File: config.mk
export PLATFORM = sky130hd
export DESIGN_NAME = barvinn_run_monitor
export DESIGN_NICKNAME = d
export VERILOG_FILES = /design/src/rtl/barvinn_run_monitor_pkg.sv /design/src/rtl/barvinn_run_monitor_stall.sv /design/src/rtl/barvinn_run_monitor.sv
export SDC_FILE = /design/constraint.sdc
export NUM_CORES = 1
export LEC_CHECK = 0
export BUFFER_PORTS_ARGS = -buffer_cell sky130_fd_sc_hd__buf_2
export CAP_MARGIN = 30
export CORE_MARGIN = 3
export CORE_UTILIZATION = 60
export CTS_CLUSTER_SIZE = 24
export DETAILED_ROUTE_END_ITERATION = 6
export PLACE_DENSITY = 0.9
export SLEW_MARGIN = 20
export SYNTH_ARGS = -nofsm -noshare
export SYNTH_HDL_FRONTEND = slang
export SYNTH_SLANG_ARGS = --single-unit
File: constraint.sdc
create_clock -name clk -period 12 [get_ports clk]
set_clock_uncertainty 0.15 [all_clocks]
set_input_delay 2.4 -clock clk [delete_from_list [all_inputs] [get_ports clk]]
set_output_delay 2.4 -clock clk [all_outputs]
set_load 0.005 [all_outputs]
File: src/rtl/barvinn_run_monitor_pkg.sv
// Shared types and helpers for the BARVINN run monitor.
// Holds the run-controller state encoding and the hart-index width rule.
package barvinn_mon_pkg;

  typedef enum logic [1:0] {
    MON_IDLE = 2'd0,
    MON_RUN  = 2'd1,
    MON_HALT = 2'd2
  } mon_state_e;

  // Width of a hart index; a single hart still gets a 1-bit id.
  function automatic int hart_id_w(input int n);
    return (n > 1) ? $clog2(n) : 1;
  endfunction

endpackage

File: src/rtl/barvinn_run_monitor_stall.sv
// Per-hart stall watchdog: counts consecutive cycles without progress
// while the hart is enabled and not yet done, and latches a sticky flag.
module hart_stall_counter #(
  parameter int CNT_W        = 32,
  parameter int STALL_CYCLES = 1024
) (
  input  logic clk,
  input  logic rst_n,
  input  logic clr,
  input  logic en,
  input  logic active,
  input  logic done,
  output logic stall
);

  localparam logic [CNT_W-1:0] STALL_LIM = CNT_W'(STALL_CYCLES);
  localparam bit               STALL_EN  = (STALL_CYCLES != 0);

  logic [CNT_W-1:0] cnt_q, cnt_d;
  logic             stall_q, stall_d;

  always_comb begin
    cnt_d   = cnt_q;
    stall_d = stall_q;
    if (clr) begin
      cnt_d   = '0;
      stall_d = 1'b0;
    end else if (en && !done) begin
      if (active) begin
        cnt_d = '0;
      end else if (cnt_q != '1) begin
        cnt_d = cnt_q + 1'b1;
      end
      if (STALL_EN && (cnt_d >= STALL_LIM)) begin
        stall_d = 1'b1;
      end
    end
  end

  always_ff @(posedge clk) begin
    if (!rst_n) begin
      cnt_q   <= '0;
      stall_q <= 1'b0;
    end else begin
      cnt_q   <= cnt_d;
      stall_q <= stall_d;
    end
  end

  assign stall = stall_q;

endmodule

File: src/rtl/barvinn_run_monitor.sv
// Run controller/watchdog for BARVINN multi-hart runs: tracks per-hart
// done/fail/stall and ends each run as pass, fail or timeout.
module barvinn_run_monitor
  import barvinn_mon_pkg::*;
#(
  parameter  int NUM_HARTS      = 8,
  parameter  int CNT_W          = 32,
  parameter  int TIMEOUT_CYCLES = 10000,
  parameter  int STALL_CYCLES   = 1024,
  localparam int HART_ID_W      = hart_id_w(NUM_HARTS)
) (
  input  logic                 clk,
  input  logic                 rst_n,
  input  logic                 start_i,
  input  logic                 clear_i,
  input  logic [NUM_HARTS-1:0] hart_en_i,
  input  logic [CNT_W-1:0]     timeout_cfg_i,
  input  logic [NUM_HARTS-1:0] hart_done_i,
  input  logic [NUM_HARTS-1:0] hart_fail_i,
  input  logic [NUM_HARTS-1:0] hart_active_i,
  output logic                 busy_o,
  output logic                 done_o,
  output logic                 pass_o,
  output logic                 timeout_o,
  output logic [CNT_W-1:0]     cycle_cnt_o,
  output logic [NUM_HARTS-1:0] done_mask_o,
  output logic [NUM_HARTS-1:0] fail_mask_o,
  output logic [NUM_HARTS-1:0] stall_mask_o,
  output logic [HART_ID_W-1:0] first_fail_o
);

  localparam logic [CNT_W-1:0] DEFAULT_LIMIT = CNT_W'(TIMEOUT_CYCLES);

  mon_state_e           state_q, state_d;
  logic [NUM_HARTS-1:0] en_q, en_d;
  logic [NUM_HARTS-1:0] done_q, done_d;
  logic [NUM_HARTS-1:0] fail_q, fail_d;
  logic [CNT_W-1:0]     limit_q, limit_d;
  logic [CNT_W-1:0]     cnt_q, cnt_d;
  logic [HART_ID_W-1:0] first_fail_q, first_fail_d;
  logic                 pass_q, pass_d;
  logic                 timeout_q, timeout_d;
  logic                 done_pulse_q, done_pulse_d;

  logic [CNT_W-1:0]     cnt_inc;
  logic [NUM_HARTS-1:0] done_nx, fail_nx;
  logic [NUM_HARTS-1:0] stall_mask;
  logic [NUM_HARTS-1:0] stall_en;
  logic [HART_ID_W-1:0] fail_idx;
  logic                 fail_found;
  logic                 complete;
  logic                 limit_hit;
  logic                 arm;
  logic                 stall_clr;

  assign cnt_inc   = (cnt_q == '1) ? cnt_q : cnt_q + 1'b1;
  assign done_nx   = done_q | ((hart_done_i | hart_fail_i) & en_q);
  assign fail_nx   = fail_q | (hart_fail_i & en_q);
  assign complete  = &(done_nx | ~en_q);
  assign limit_hit = (cnt_inc >= limit_q);
  assign arm       = start_i && !clear_i && (state_q != MON_RUN);
  assign stall_clr = clear_i || arm;
  assign stall_en  = {NUM_HARTS{state_q == MON_RUN}} & en_q;

  // Only consulted while fail_q is still zero, so the lowest set bit of
  // fail_nx is the lowest hart among those failing in the earliest cycle.
  always_comb begin
    fail_idx   = '0;
    fail_found = 1'b0;
    for (int unsigned i = 0; i < NUM_HARTS; i++) begin
      if (fail_nx[i] && !fail_found) begin
        fail_idx   = HART_ID_W'(i);
        fail_found = 1'b1;
      end
    end
  end

  always_comb begin
    state_d      = state_q;
    en_d         = en_q;
    done_d       = done_q;
    fail_d       = fail_q;
    limit_d      = limit_q;
    cnt_d        = cnt_q;
    first_fail_d = first_fail_q;
    pass_d       = pass_q;
    timeout_d    = timeout_q;
    done_pulse_d = 1'b0;

    if (clear_i) begin
      state_d      = MON_IDLE;
      en_d         = '0;
      done_d       = '0;
      fail_d       = '0;
      limit_d      = '0;
      cnt_d        = '0;
      first_fail_d = '0;
      pass_d       = 1'b0;
      timeout_d    = 1'b0;
    end else begin
      case (state_q)
        MON_IDLE, MON_HALT: begin
          if (start_i) begin
            state_d      = MON_RUN;
            en_d         = hart_en_i;
            limit_d      = (timeout_cfg_i == '0) ? DEFAULT_LIMIT : timeout_cfg_i;
            done_d       = '0;
            fail_d       = '0;
            cnt_d        = '0;
            first_fail_d = '0;
            pass_d       = 1'b0;
            timeout_d    = 1'b0;
          end
        end
        MON_RUN: begin
          cnt_d  = cnt_inc;
          done_d = done_nx;
          fail_d = fail_nx;
          if ((fail_q == '0) && (fail_nx != '0)) begin
            first_fail_d = fail_idx;
          end
          // Completion is checked first so it wins over a same-cycle timeout.
          if (complete) begin
            state_d      = MON_HALT;
            pass_d       = (fail_nx == '0);
            done_pulse_d = 1'b1;
          end else if (limit_hit) begin
            state_d      = MON_HALT;
            timeout_d    = 1'b1;
            done_pulse_d = 1'b1;
          end
        end
        default: state_d = MON_IDLE;
      endcase
    end
  end

  always_ff @(posedge clk) begin
    if (!rst_n) begin
      state_q      <= MON_IDLE;
      en_q         <= '0;
      done_q       <= '0;
      fail_q       <= '0;
      limit_q      <= '0;
      cnt_q        <= '0;
      first_fail_q <= '0;
      pass_q       <= 1'b0;
      timeout_q    <= 1'b0;
      done_pulse_q <= 1'b0;
    end else begin
      state_q      <= state_d;
      en_q         <= en_d;
      done_q       <= done_d;
      fail_q       <= fail_d;
      limit_q      <= limit_d;
      cnt_q        <= cnt_d;
      first_fail_q <= first_fail_d;
      pass_q       <= pass_d;
      timeout_q    <= timeout_d;
      done_pulse_q <= done_pulse_d;
    end
  end

  for (genvar g = 0; g < NUM_HARTS; g++) begin : g_stall
    hart_stall_counter #(
      .CNT_W       (CNT_W),
      .STALL_CYCLES(STALL_CYCLES)
    ) u_stall (
      .clk   (clk),
      .rst_n (rst_n),
      .clr   (stall_clr),
      .en    (stall_en[g]),
      .active(hart_active_i[g]),
      .done  (done_q[g]),
      .stall (stall_mask[g])
    );
  end

  assign busy_o       = (state_q == MON_RUN);
  assign done_o       = done_pulse_q;
  assign pass_o       = pass_q;
  assign timeout_o    = timeout_q;
  assign cycle_cnt_o  = cnt_q;
  assign done_mask_o  = done_q;
  assign fail_mask_o  = fail_q;
  assign stall_mask_o = stall_mask;
  assign first_fail_o = first_fail_q;

endmodule

Word level (Yosys, flattened, before mapping)

Index checks and enable logic that the tools add are counted.

Add/subtract/negate cells: 9
Multipliers: 0
Div/mod/pow operators: 0
Order comparisons: 9
Eq/ne operators: 18
Shift-type cells: 0
Muxes and demuxes: 68
Bitwise logic cells: 10
Reduce and logical (&&, ||, !) cells: 60

Operators by type and width:

| kind                    | count |
|---|---|
| $mux W32                | 35 |
| $add A32 B1 Y32 const B | 9 |
| $ge A32 B11 Y1 const B  | 8 |
| $ne A32 B32 Y1 const B  | 8 |
| $pmux W32 S2            | 1 |
| $eq A32 B32 Y1 const B  | 1 |
| $ge A32 B32 Y1          | 1 |
| $logic_not A32 Y1       | 1 |
| $or A8 B8 Y8            | 4 |
| $pmux W8 S2             | 2 |
| $and A8 B8 Y8           | 3 |
| $mux W3                 | 8 |
| $reduce_and A2 Y1       | 11 |
| $logic_and A1 B1 Y1     | 18 |
| $logic_not A1 Y1        | 16 |
| $logic_not A8 Y1        | 2 |
| $mux W1                 | 14 |
| $mux W8                 | 1 |
| $ne A2 B1 Y1 const B    | 4 |
| $not A8 Y8              | 1 |
| $reduce_and A8 Y1       | 1 |
| $reduce_bool A8 Y1      | 1 |
| $mux W2                 | 3 |
| $pmux W3 S2             | 1 |
| other kinds (14)        | 20 |

Register bits after elaboration: 360
Bits in latches: 0
Bits in writable memories: 0
Bits in read-only memories: 0
Input bits: 68
Output and inout port bits: 63
Word-level logic and storage cells: 200
Memories: 0

Logic depth before layout (Yosys ltp)

Gate-level depths: netlist (run 1).

Depth in word-level cells: 26
Depth in mapped cells: 18
Gate-level depth less buffers: 16

Modules after synthesis

Synthesis (run 1) repeated with hierarchy kept, for this count alone.

Cell total of the unflattened synthesis: 3290
Area, all modules: 23687.7 um2

Modules (own cells, without submodules):

| module                                       | times used | cells an instance | area each (um2) | seq. area each (um2) |
|---|---|---|---|---|
| hart_stall_counter at g_stall[0].u_stall ... | 7          | 326               | 2269.7          | 660.6 |
| barvinn_run_monitor                          | 1          | 686               | 5520.3          | 1921.8 |
| hart_stall_counter at g_stall[7].u_stall     | 1          | 322               | 2279.7          | 660.6 |

Worst setup path before layout (run 1)

No wires, ideal clock.

Path type: in2reg
Start point: input hart_done_i[2]
End point: register pass_q (netlist: pass_o)
Setup time: 128 ps
Arrival: 3709 ps
Data required time: 11722 ps
Setup slack: 8013 ps
Cell stages on the path: 7
Buffers on the path: 0
Cells stage by stage: nor3_1 or4_1 nor4_1 nand2_1 nand3_1 o21a_1 nor2_1

Longest elaborated chain between the ends: 7

Ends and longest elaborated chain:

| what                        | line                       | source |
|---|---|---|
| from (decl)                 | barvinn_run_monitor.sv:18  | `input logic [NUM_HARTS-1:0] hart_done_i,` |
| $or A8 B8 Y8                | barvinn_run_monitor.sv:57  | `assign done_nx = done_q \| ((hart_done_i \| hart_fail_i) & en_q);` |
| $and A8 B8 Y8               | barvinn_run_monitor.sv:57  |  |
| $or A8 B8 Y8                | barvinn_run_monitor.sv:57  |  |
| $or A8 B8 Y8                | barvinn_run_monitor.sv:59  | `assign complete = &(done_nx \| ~en_q);` |
| $reduce_and A8 Y1           | barvinn_run_monitor.sv:59  |  |
| $ne A2 B1 Y1 (no line)      | -                          |  |
| $reduce_and A3 Y1 (no line) | -                          |  |
| to (signal assigned)        | barvinn_run_monitor.sv:158 | `pass_q <= pass_d;` |
| to (decl)                   | barvinn_run_monitor.sv:41  | `logic pass_q, pass_d;` |

Every way passes these cells.
A chain may end at the register's enable or synchronous reset.

Final worst setup path (run 1)

Start point: input rst_n
End point: register g_stall[5].u_stall.cnt_q[5]

Longest elaborated chain between the ends: 2

Ends and longest elaborated chain:

| what                       | line                            | source |
|---|---|---|
| from (decl)                | barvinn_run_monitor.sv:13       | `input logic rst_n,` |
| $not A1 Y1 (no line)       | -                               |  |
| $reduce_or A2 Y1 (no line) | -                               |  |
| to (signal assigned)       | barvinn_run_monitor_stall.sv:45 | `cnt_q <= cnt_d;` |
| to (decl)                  | barvinn_run_monitor_stall.sv:19 | `logic [CNT_W-1:0] cnt_q, cnt_d;` |

Every way passes these cells.

==> impl_results.md, run 1 <==
- Total wire length: 62,010 um
- Synth area leader: dfxtp_1
- Top_reg_cell synth: dfxtp_1
- Congestion Overflow GR: 0
- Worst path slowest cell: buf_4
- Fillers: 2,884
- CTS Buffer Depth: 3
- Violated checks: design-rule violations
- Netlist Area Pre-Place: roughly 0.022 sq mm
- Peak VDD IR: approximately 100 uV
- CP max FO: 84
- H-tree Lvls: 2
- 1st-iter DRT viols: approximately 2,800
- Post-synth cell types: 86
- Fin area: 0.02403 sq mm
- Ranking of synthesized cells by area: dfxtp_1, nor2_1, o21ai_0
- Die width: between 150 and 200 um
- Setup TNS: 0 ns
- Non-filler cells, final: 3,523
- Final Max Slew Viols: 0
- Vias in the first global route: ~21,000
- Status: finished, violations left
- Dpl hpwl: about 42,000 um
- CP max stage delay: between 0.8 and 0.9 ns
- Global-route wire length before repair: between 100,000 and 150,000 um
- 1st-pass router iterations: 7
- CTS clk-pin slew, worst paths: approximately 0.060 ns
- Count leader, synth: nor2_1
- Hold Buf Count CTS: 0
- CTS tree: done
- Max-slew headroom: approximately 36%
- Fin crit share: between 40% and 50%
- Num Clock Sinks: 360
- Root Buffer: clkbuf_16
- Total internal power: approximately 2000 uW
- Starting Density: between 60 and 70%
- Worst Path Arrival: approximately 5.1 ns
- Resize count post-CTS: 0
- DR WL/cell: between 15 and 20 um
- Fin crit period: 4.866 ns
- Sequential power share: a little under half
- Final hold violations: 0
- Max Cap Violations: 0
- Psw: roughly 600 uW
- Pwr/cell area: 108.7 mW/mm^2
- Site Rows: 69
- Static Leak: between 0.008 and 0.009 uW
- Drt drc: 1
- Port Buffers: 130
- Largest net degree at the start of global routing: 85
- Switching Fraction: 23.03%
- EDFF count, synth: 0
- Top cell type's share of synthesized area: 32.59%
- Via count: between 20,000 and 25,000
- Placer Congestion: approximately 0.93
- Syn_area_per_cell: between 7 and 8 sq um
- Most instantiated cells after synthesis: nor2_1, dfxtp_1, nand2_1
- Min-Delay Path Class: reg -> reg
- FMAX: just over 200 MHz
- Final Setup Violations: 0
- Critical path's top delay family: buffers and inverters
- Final ANT Viol Nets: 0
- Clk_lat worst skew: between 0.5 and 0.6 ns
- Share of cells above drive strength 1: a little under a tenth
- P&R area growth vs syn: 8.663%
- Die ar.: a little under 0.04 sq mm
- CP cell instances: buf_2, nor2b_1, buf_4, nand2_4, buf_4, buf_4, nor3_1
- Cell mode on critical path: buf_4
- Die Ht: ~200 um
- Vias per Instance: between 6 and 7
- GRT Overall Usage: just over 30%
- CP bufs+invs: 4
- Combinational share of power: 3.8%
- Ys Warns: 0
- I/O Pins: approximately 130
- # Post-CTS Setup Buffers: 0
- Placed Area: between 0.02 and 0.025 sq mm
- Final core utilization: between 60% and 70%
- Fin nets: between 3,000 and 4,000
- Cts bufs inserted: 40
- Clk pwr share: about 50%
- Initial antenna violation count: 5
- Post-synth ARST share: 0%
- Core area: roughly 0.036 sq mm
- Cell count after synthesis: 3,048
- Register area share after synthesis: between 30% and 40%
- Critical Path Start Type: primary input
- Synth Register Bits: 360
- Post-Place Cells: roughly 3,400
- Syn Nets: between 3,000 and 4,000
- Worst-Margin Slew: a little under 1 ns
- CP Class: in -> reg
- Power consumption: 2611 uW
- Worst setup EP type: flop
- Worst Path Required: 12.26 ns
- RSZ-0062 raised after global routing: false
-- path summary, 6_finish.rpt --
path	end	from	slack (ns)	cells after the start
max reg2reg	state_q[1]	cycle_cnt_o[12]	7.17	15
min reg2reg	g_stall[6].u_stall.cnt_q[21]	g_stall[6].u_stall.cnt_q[21]	0.33	2
min	g_stall[6].u_stall.cnt_q[21]	g_stall[6].u_stall.cnt_q[21]	0.33	2
max	g_stall[5].u_stall.cnt_q[5]	rst_n	7.13	7
-- power groups by stage --
stage	Sequential (uW)	Combinational [uW]	Clock, uW
floorplan	1230	56.5	0
global placement	1230	89.7	0
detailed placement	1230	93.5	0
CTS	1200	94.6	1320
global route	1200	106	1370
finish	1200	98.2	1310
-- routing by layer --
metal | vias to the layer above | part of all wire, % | track usage (%)
met4 | 2 | 3.7 | 13.11
met1 | 10788 | 41 | 38.63
met3 | 196 | 9.0 | 4.815
met2 | 1289 | 47 | 50.67
li1 | 10963 | - | -
met5 | - | 0.021 | 0
-- stage by stage --
stage	setup WS (ns)	hold WS (ns)
6_report	7.134	0.3289
5_1_grt	6.851	0.3564
4_1_cts	7.200	0.3324
3_5_place_dp	6.599	0.3224
3_3_place_gp	6.663	0.2940
2_1_floorplan	8.013	0.2812
-- cell type report --
cell class | count | area (sq um) | share of cell area (%)
Multi-Input combinational cell | 2408 | 13760 | 57.27
Sequential cell | 360 | 7207 | 30.00
Clock buffer | 50 | 1099 | 4.572
Timing Repair Buffer | 150 | 827.0 | 3.442
Tap cell | 461 | 576.8 | 2.401
Clock inverter | 21 | 290.3 | 1.208
Inverter | 67 | 251.5 | 1.047
Antenna cell | 6 | 15.01 | 0.06249
-- tightest hold or removal path: stages (launching register included) --
cell and delay [ns]:
dfxtp_1 0.32, nand2_1 0.06, a21oi_1 0.05
-- cell usage in the layout (no fill, tap or decap), types with 62 or more instances in the layout --
master   instances
nor2_1         373
dfxtp_1        360
nand2_1        356
o21ai_0        274
a21oi_1        259
buf_2          130
nand3_1        112
nand4_1        107
nor3_1          95
xnor2_1         89
a31oi_1         85
inv_1           67
or3_1           66
and3_1          65
xor2_1          62
-- cells by family (layout without fill, tap and decap cells) --
| family | Yosys count | count (layout) | synth area share [%] |
|---|---|---|---|
| buffers and inverters | 280 | 288 | 5.234 |
| XOR/XNOR | 151 | 151 | 5.981 |
| other | 0 | 6 | 0 |
| multiplexers | 18 | 18 | 0.8318 |
| AND/OR/NAND/NOR | 1402 | 1402 | 31.72 |
| flip-flops | 360 | 360 | 32.59 |
| adder cells (fa/ha/maj) | 41 | 41 | 2.320 |
| AO/OA/AOI/OAI | 796 | 796 | 21.32 |
-- flip-flops by register name, summed over array words and instances, names as in the netlist --
signal and count:
limit_q 32, cycle_cnt_o 32, g_stall.u_stall.stall 8, done_mask_o 8, state_q 2, done_o 1, g_stall.u_stall.cnt_q 256, pass_o 1
fail_mask_o 8, first_fail_o 3, en_q 8, timeout_o 1
Power figures use the tool's default switching activity.
==> run 2, diff against run 1 <==
CORE_UTILIZATION = 56   (was 60)
PLACE_DENSITY = 0.88   (was 0.9)
clock period = 3.95 ns   (was 12 ns; I/O delays follow)
==> impl_results.md, run 2 (synthesis results as in run 1) <==
- Final worst slack: -0.02662 ns (-7.161 ns)
- Drt drc: 0 (-1)
- Setup Slack @ Placement: -0.05009 ns (-6.649 ns)
- Combinational share of power: 4.0% (+0.2 points)
- Final ANT Viol Nets: 0 (unchanged)
- Most frequent cells in the layout: nor2_1, dfxtp_1, nand2_1
- Core area: 0.03883 sq mm (+8.1%)
- Worst path slowest cell: or4_4
- Cts bufs inserted: 41 (+2.5%)
- Largest net degree at the start of global routing: 92 (+8.2%)
- I/O Pins: 131 (unchanged)
- FMAX: ~250 MHz
- Max-slew headroom: 36.20% (+0.48 points)
- Initial antenna violation count: 0 (-5)
- Clk pwr share: 50.2% (about the same)
- Global-route wire length before repair: 103,200 um (+1.5%)
- Final Max Slew Viols: 0 (unchanged)
- CTS Buffer Depth: 3 (unchanged)
- Starting Density: 56.95% (-4.6 points)
- Die Ht: 204.7 um (+3.4%)
- Root Buffer: clkbuf_16
- Min-Delay Path Class: in -> reg
- Fin crit period: 3.977 ns
- H-tree Lvls: 2 (unchanged)
- CP max FO: 8 (-90%)
- Status: finished, violations left
- Vias in the first global route: 21,461 (+0.78%)
- Clk_lat worst skew: 0.56 ns (about the same)
- Cell mode on critical path: nand4_1
- Via count: 23,450 (+0.91%)
- Critical Path Start Type: flop
- Pwr/cell area: 323.1 mW/mm^2 (+200%)
- Fin nets: 3,199 (+2.0%)
- Worst setup EP type: flop
- ANT cells: 0 (-6)
- Hold Slack: 0.2819 ns (-0.04699 ns)
- Max reg flops: 256 (unchanged)
- Hold Buf Count CTS: 0 (unchanged)
- Die ar.: 0.04190 sq mm (+6.9%)
- Share of cells above drive strength 1: 11.79% (+2.6 points)
- Num Clock Sinks: 360 (unchanged)
- Most common cell after layout, fill and taps aside: nor2_1
- 1st-iter DRT viols: 2,191 (-23%)
- Worst Path Arrival: 4.33 ns (-0.80 ns)
- Die width: 204.7 um (+3.4%)
- Dpl hpwl: 42,860 um (+2.4%)
- CP cell instances: ha_4, nand4_1, or4_4, nor4_4, buf_4, nor3_4, nand3_2, xnor2_2, ha_1, and4_1, nand4_1, nor4_2, a21oi_2, a31oi_4, o21ai_1, a21oi_1
- Post-Place Cells: 3,552 (+3.1%)
- CP bufs+invs: 1 (-3)
- Most flop-heavy register: g_stall.u_stall.cnt_q
- CP max stage delay: 0.58 ns (-0.27 ns)
- Static Leak: 0.008499 uW (+4.4%)
- Non-filler cells, final: 3,639 (+3.3%)
- Site Rows: 72 (+4.3%)
- Sequential power share: 45.8% (-0.3 points)
- 1st-pass router iterations: 6 (-1)
- CP Class: reg -> reg
- Psw: 1802 uW (+200%)
- P&R area growth vs syn: 11.65%
- GRT Overall Usage: 28.74% (-1.5 points)
- Congestion Overflow GR: 0 (unchanged)
- Worst Path Required: 4.30 ns (-7.96 ns)
- CTS clk-pin slew, worst paths: 0.06 ns (about the same)
- DR WL/cell: 17.40 um (-1.1%)
- Final Setup Violations: 1 (+1)
- Critical path's top delay family: simple AND/OR/NAND/NOR gates
- CTS tree: done
- Worst-Margin Slew: 0.9483 ns (-0.01234 ns)
- Port Buffers: 130 (unchanged)
- Switching Fraction: 22.59% (-0.44 points)
- Total internal power: 6173 uW (+210%)
- Violated checks: negative setup slack
- Final hold violations: 0 (unchanged)
- Max Cap Violations: 0 (unchanged)
- Fin crit share: 100.7%
- RSZ-0062 raised after global routing: true
- Total wire length: 63,330 um (+2.1%)
- Vias per Instance: 6.444 (-2.3%)
- Peak VDD IR: 292.7 uV (+180%)
- Placer Congestion: 0.9541 (+2.5%)
[run 2: cell count changes in the layout (fill, tap and decap cells not counted), sizes merged]
cell	before	now
clkinv	11	8
inv	69	68
buf	150	212
bufinv	6	4
clkinvlp	2	1
clkbuf	50	60
diode	6	0
[run 2: final timing paths]
check | start | endpoint | slack (ns) | cells after the start
max reg2reg | cycle_cnt_o[1] | state_q[1] | -0.03 | 16
min reg2reg | state_q[1] | state_q[1] | 0.30 | 2
max | cycle_cnt_o[1] | state_q[1] | -0.03 | 16
min | timeout_cfg_i[25] | limit_q[25] | 0.28 | 3
[run 2: tightest hold or removal path, cell delays in order]
cell	delay, ns
buf_2	0.09
nand2_1	0.04
o21ai_0	0.05
[run 2: stage by stage]
stage	total power, uW	TNS [ns]	area, sq um	utilization [%]
final	7975	-0.02662	24690	63.58
after global routing	8195	-0.3779	24690	63.58
after CTS	7992	0	24490	63.08
after detailed placement	4030	-0.06120	23060	59.40
after global placement	4021	0	23060	59.40
after floorplan	3905	0	22110	-
[run 2: layout make-up]
cell class | count | area (sq um)
inverters | 67 | 251.5
flip-flops and latches | 360 | 7213
well taps | 518 | 648.1
clock inverters | 14 | 176.4
repair buffers | 212 | 1291
fillers | 3149 | 14140
multi-input cells | 2408 | 13870
clock buffers | 60 | 1240
[run 2: power groups by stage]
| stage | logic, uW | clock network [uW] | registers, uW |
|---|---|---|---|
| after global routing | 345 | 4190 | 3660 |
| after detailed placement | 295 | 0 | 3740 |
| after CTS | 299 | 4040 | 3660 |
| final | 318 | 4000 | 3660 |
| after floorplan | 172 | 0 | 3730 |
| after global placement | 287 | 0 | 3730 |
[run 2: layer usage]
| layer | vias up | global-route usage, % | routed length [um] |
|---|---|---|---|
| met5 | - | 0 | 0 |
| met4 | 0 | 11.50 | 2125 |
| met3 | 205 | 4.847 | 5539 |
| met2 | 1176 | 49.20 | 30320 |
| met1 | 10966 | 36.03 | 25340 |
| li1 | 11103 | - | - |
[run 2: timing repair]
action | 4_1_cts | 5_1_grt
gates resized for setup | 3 | 26
endpoints found under the setup margin | 4 | 4
setup buffers | 0 | 14
gates cloned | 0 | 0
pin swaps | 1 | 35
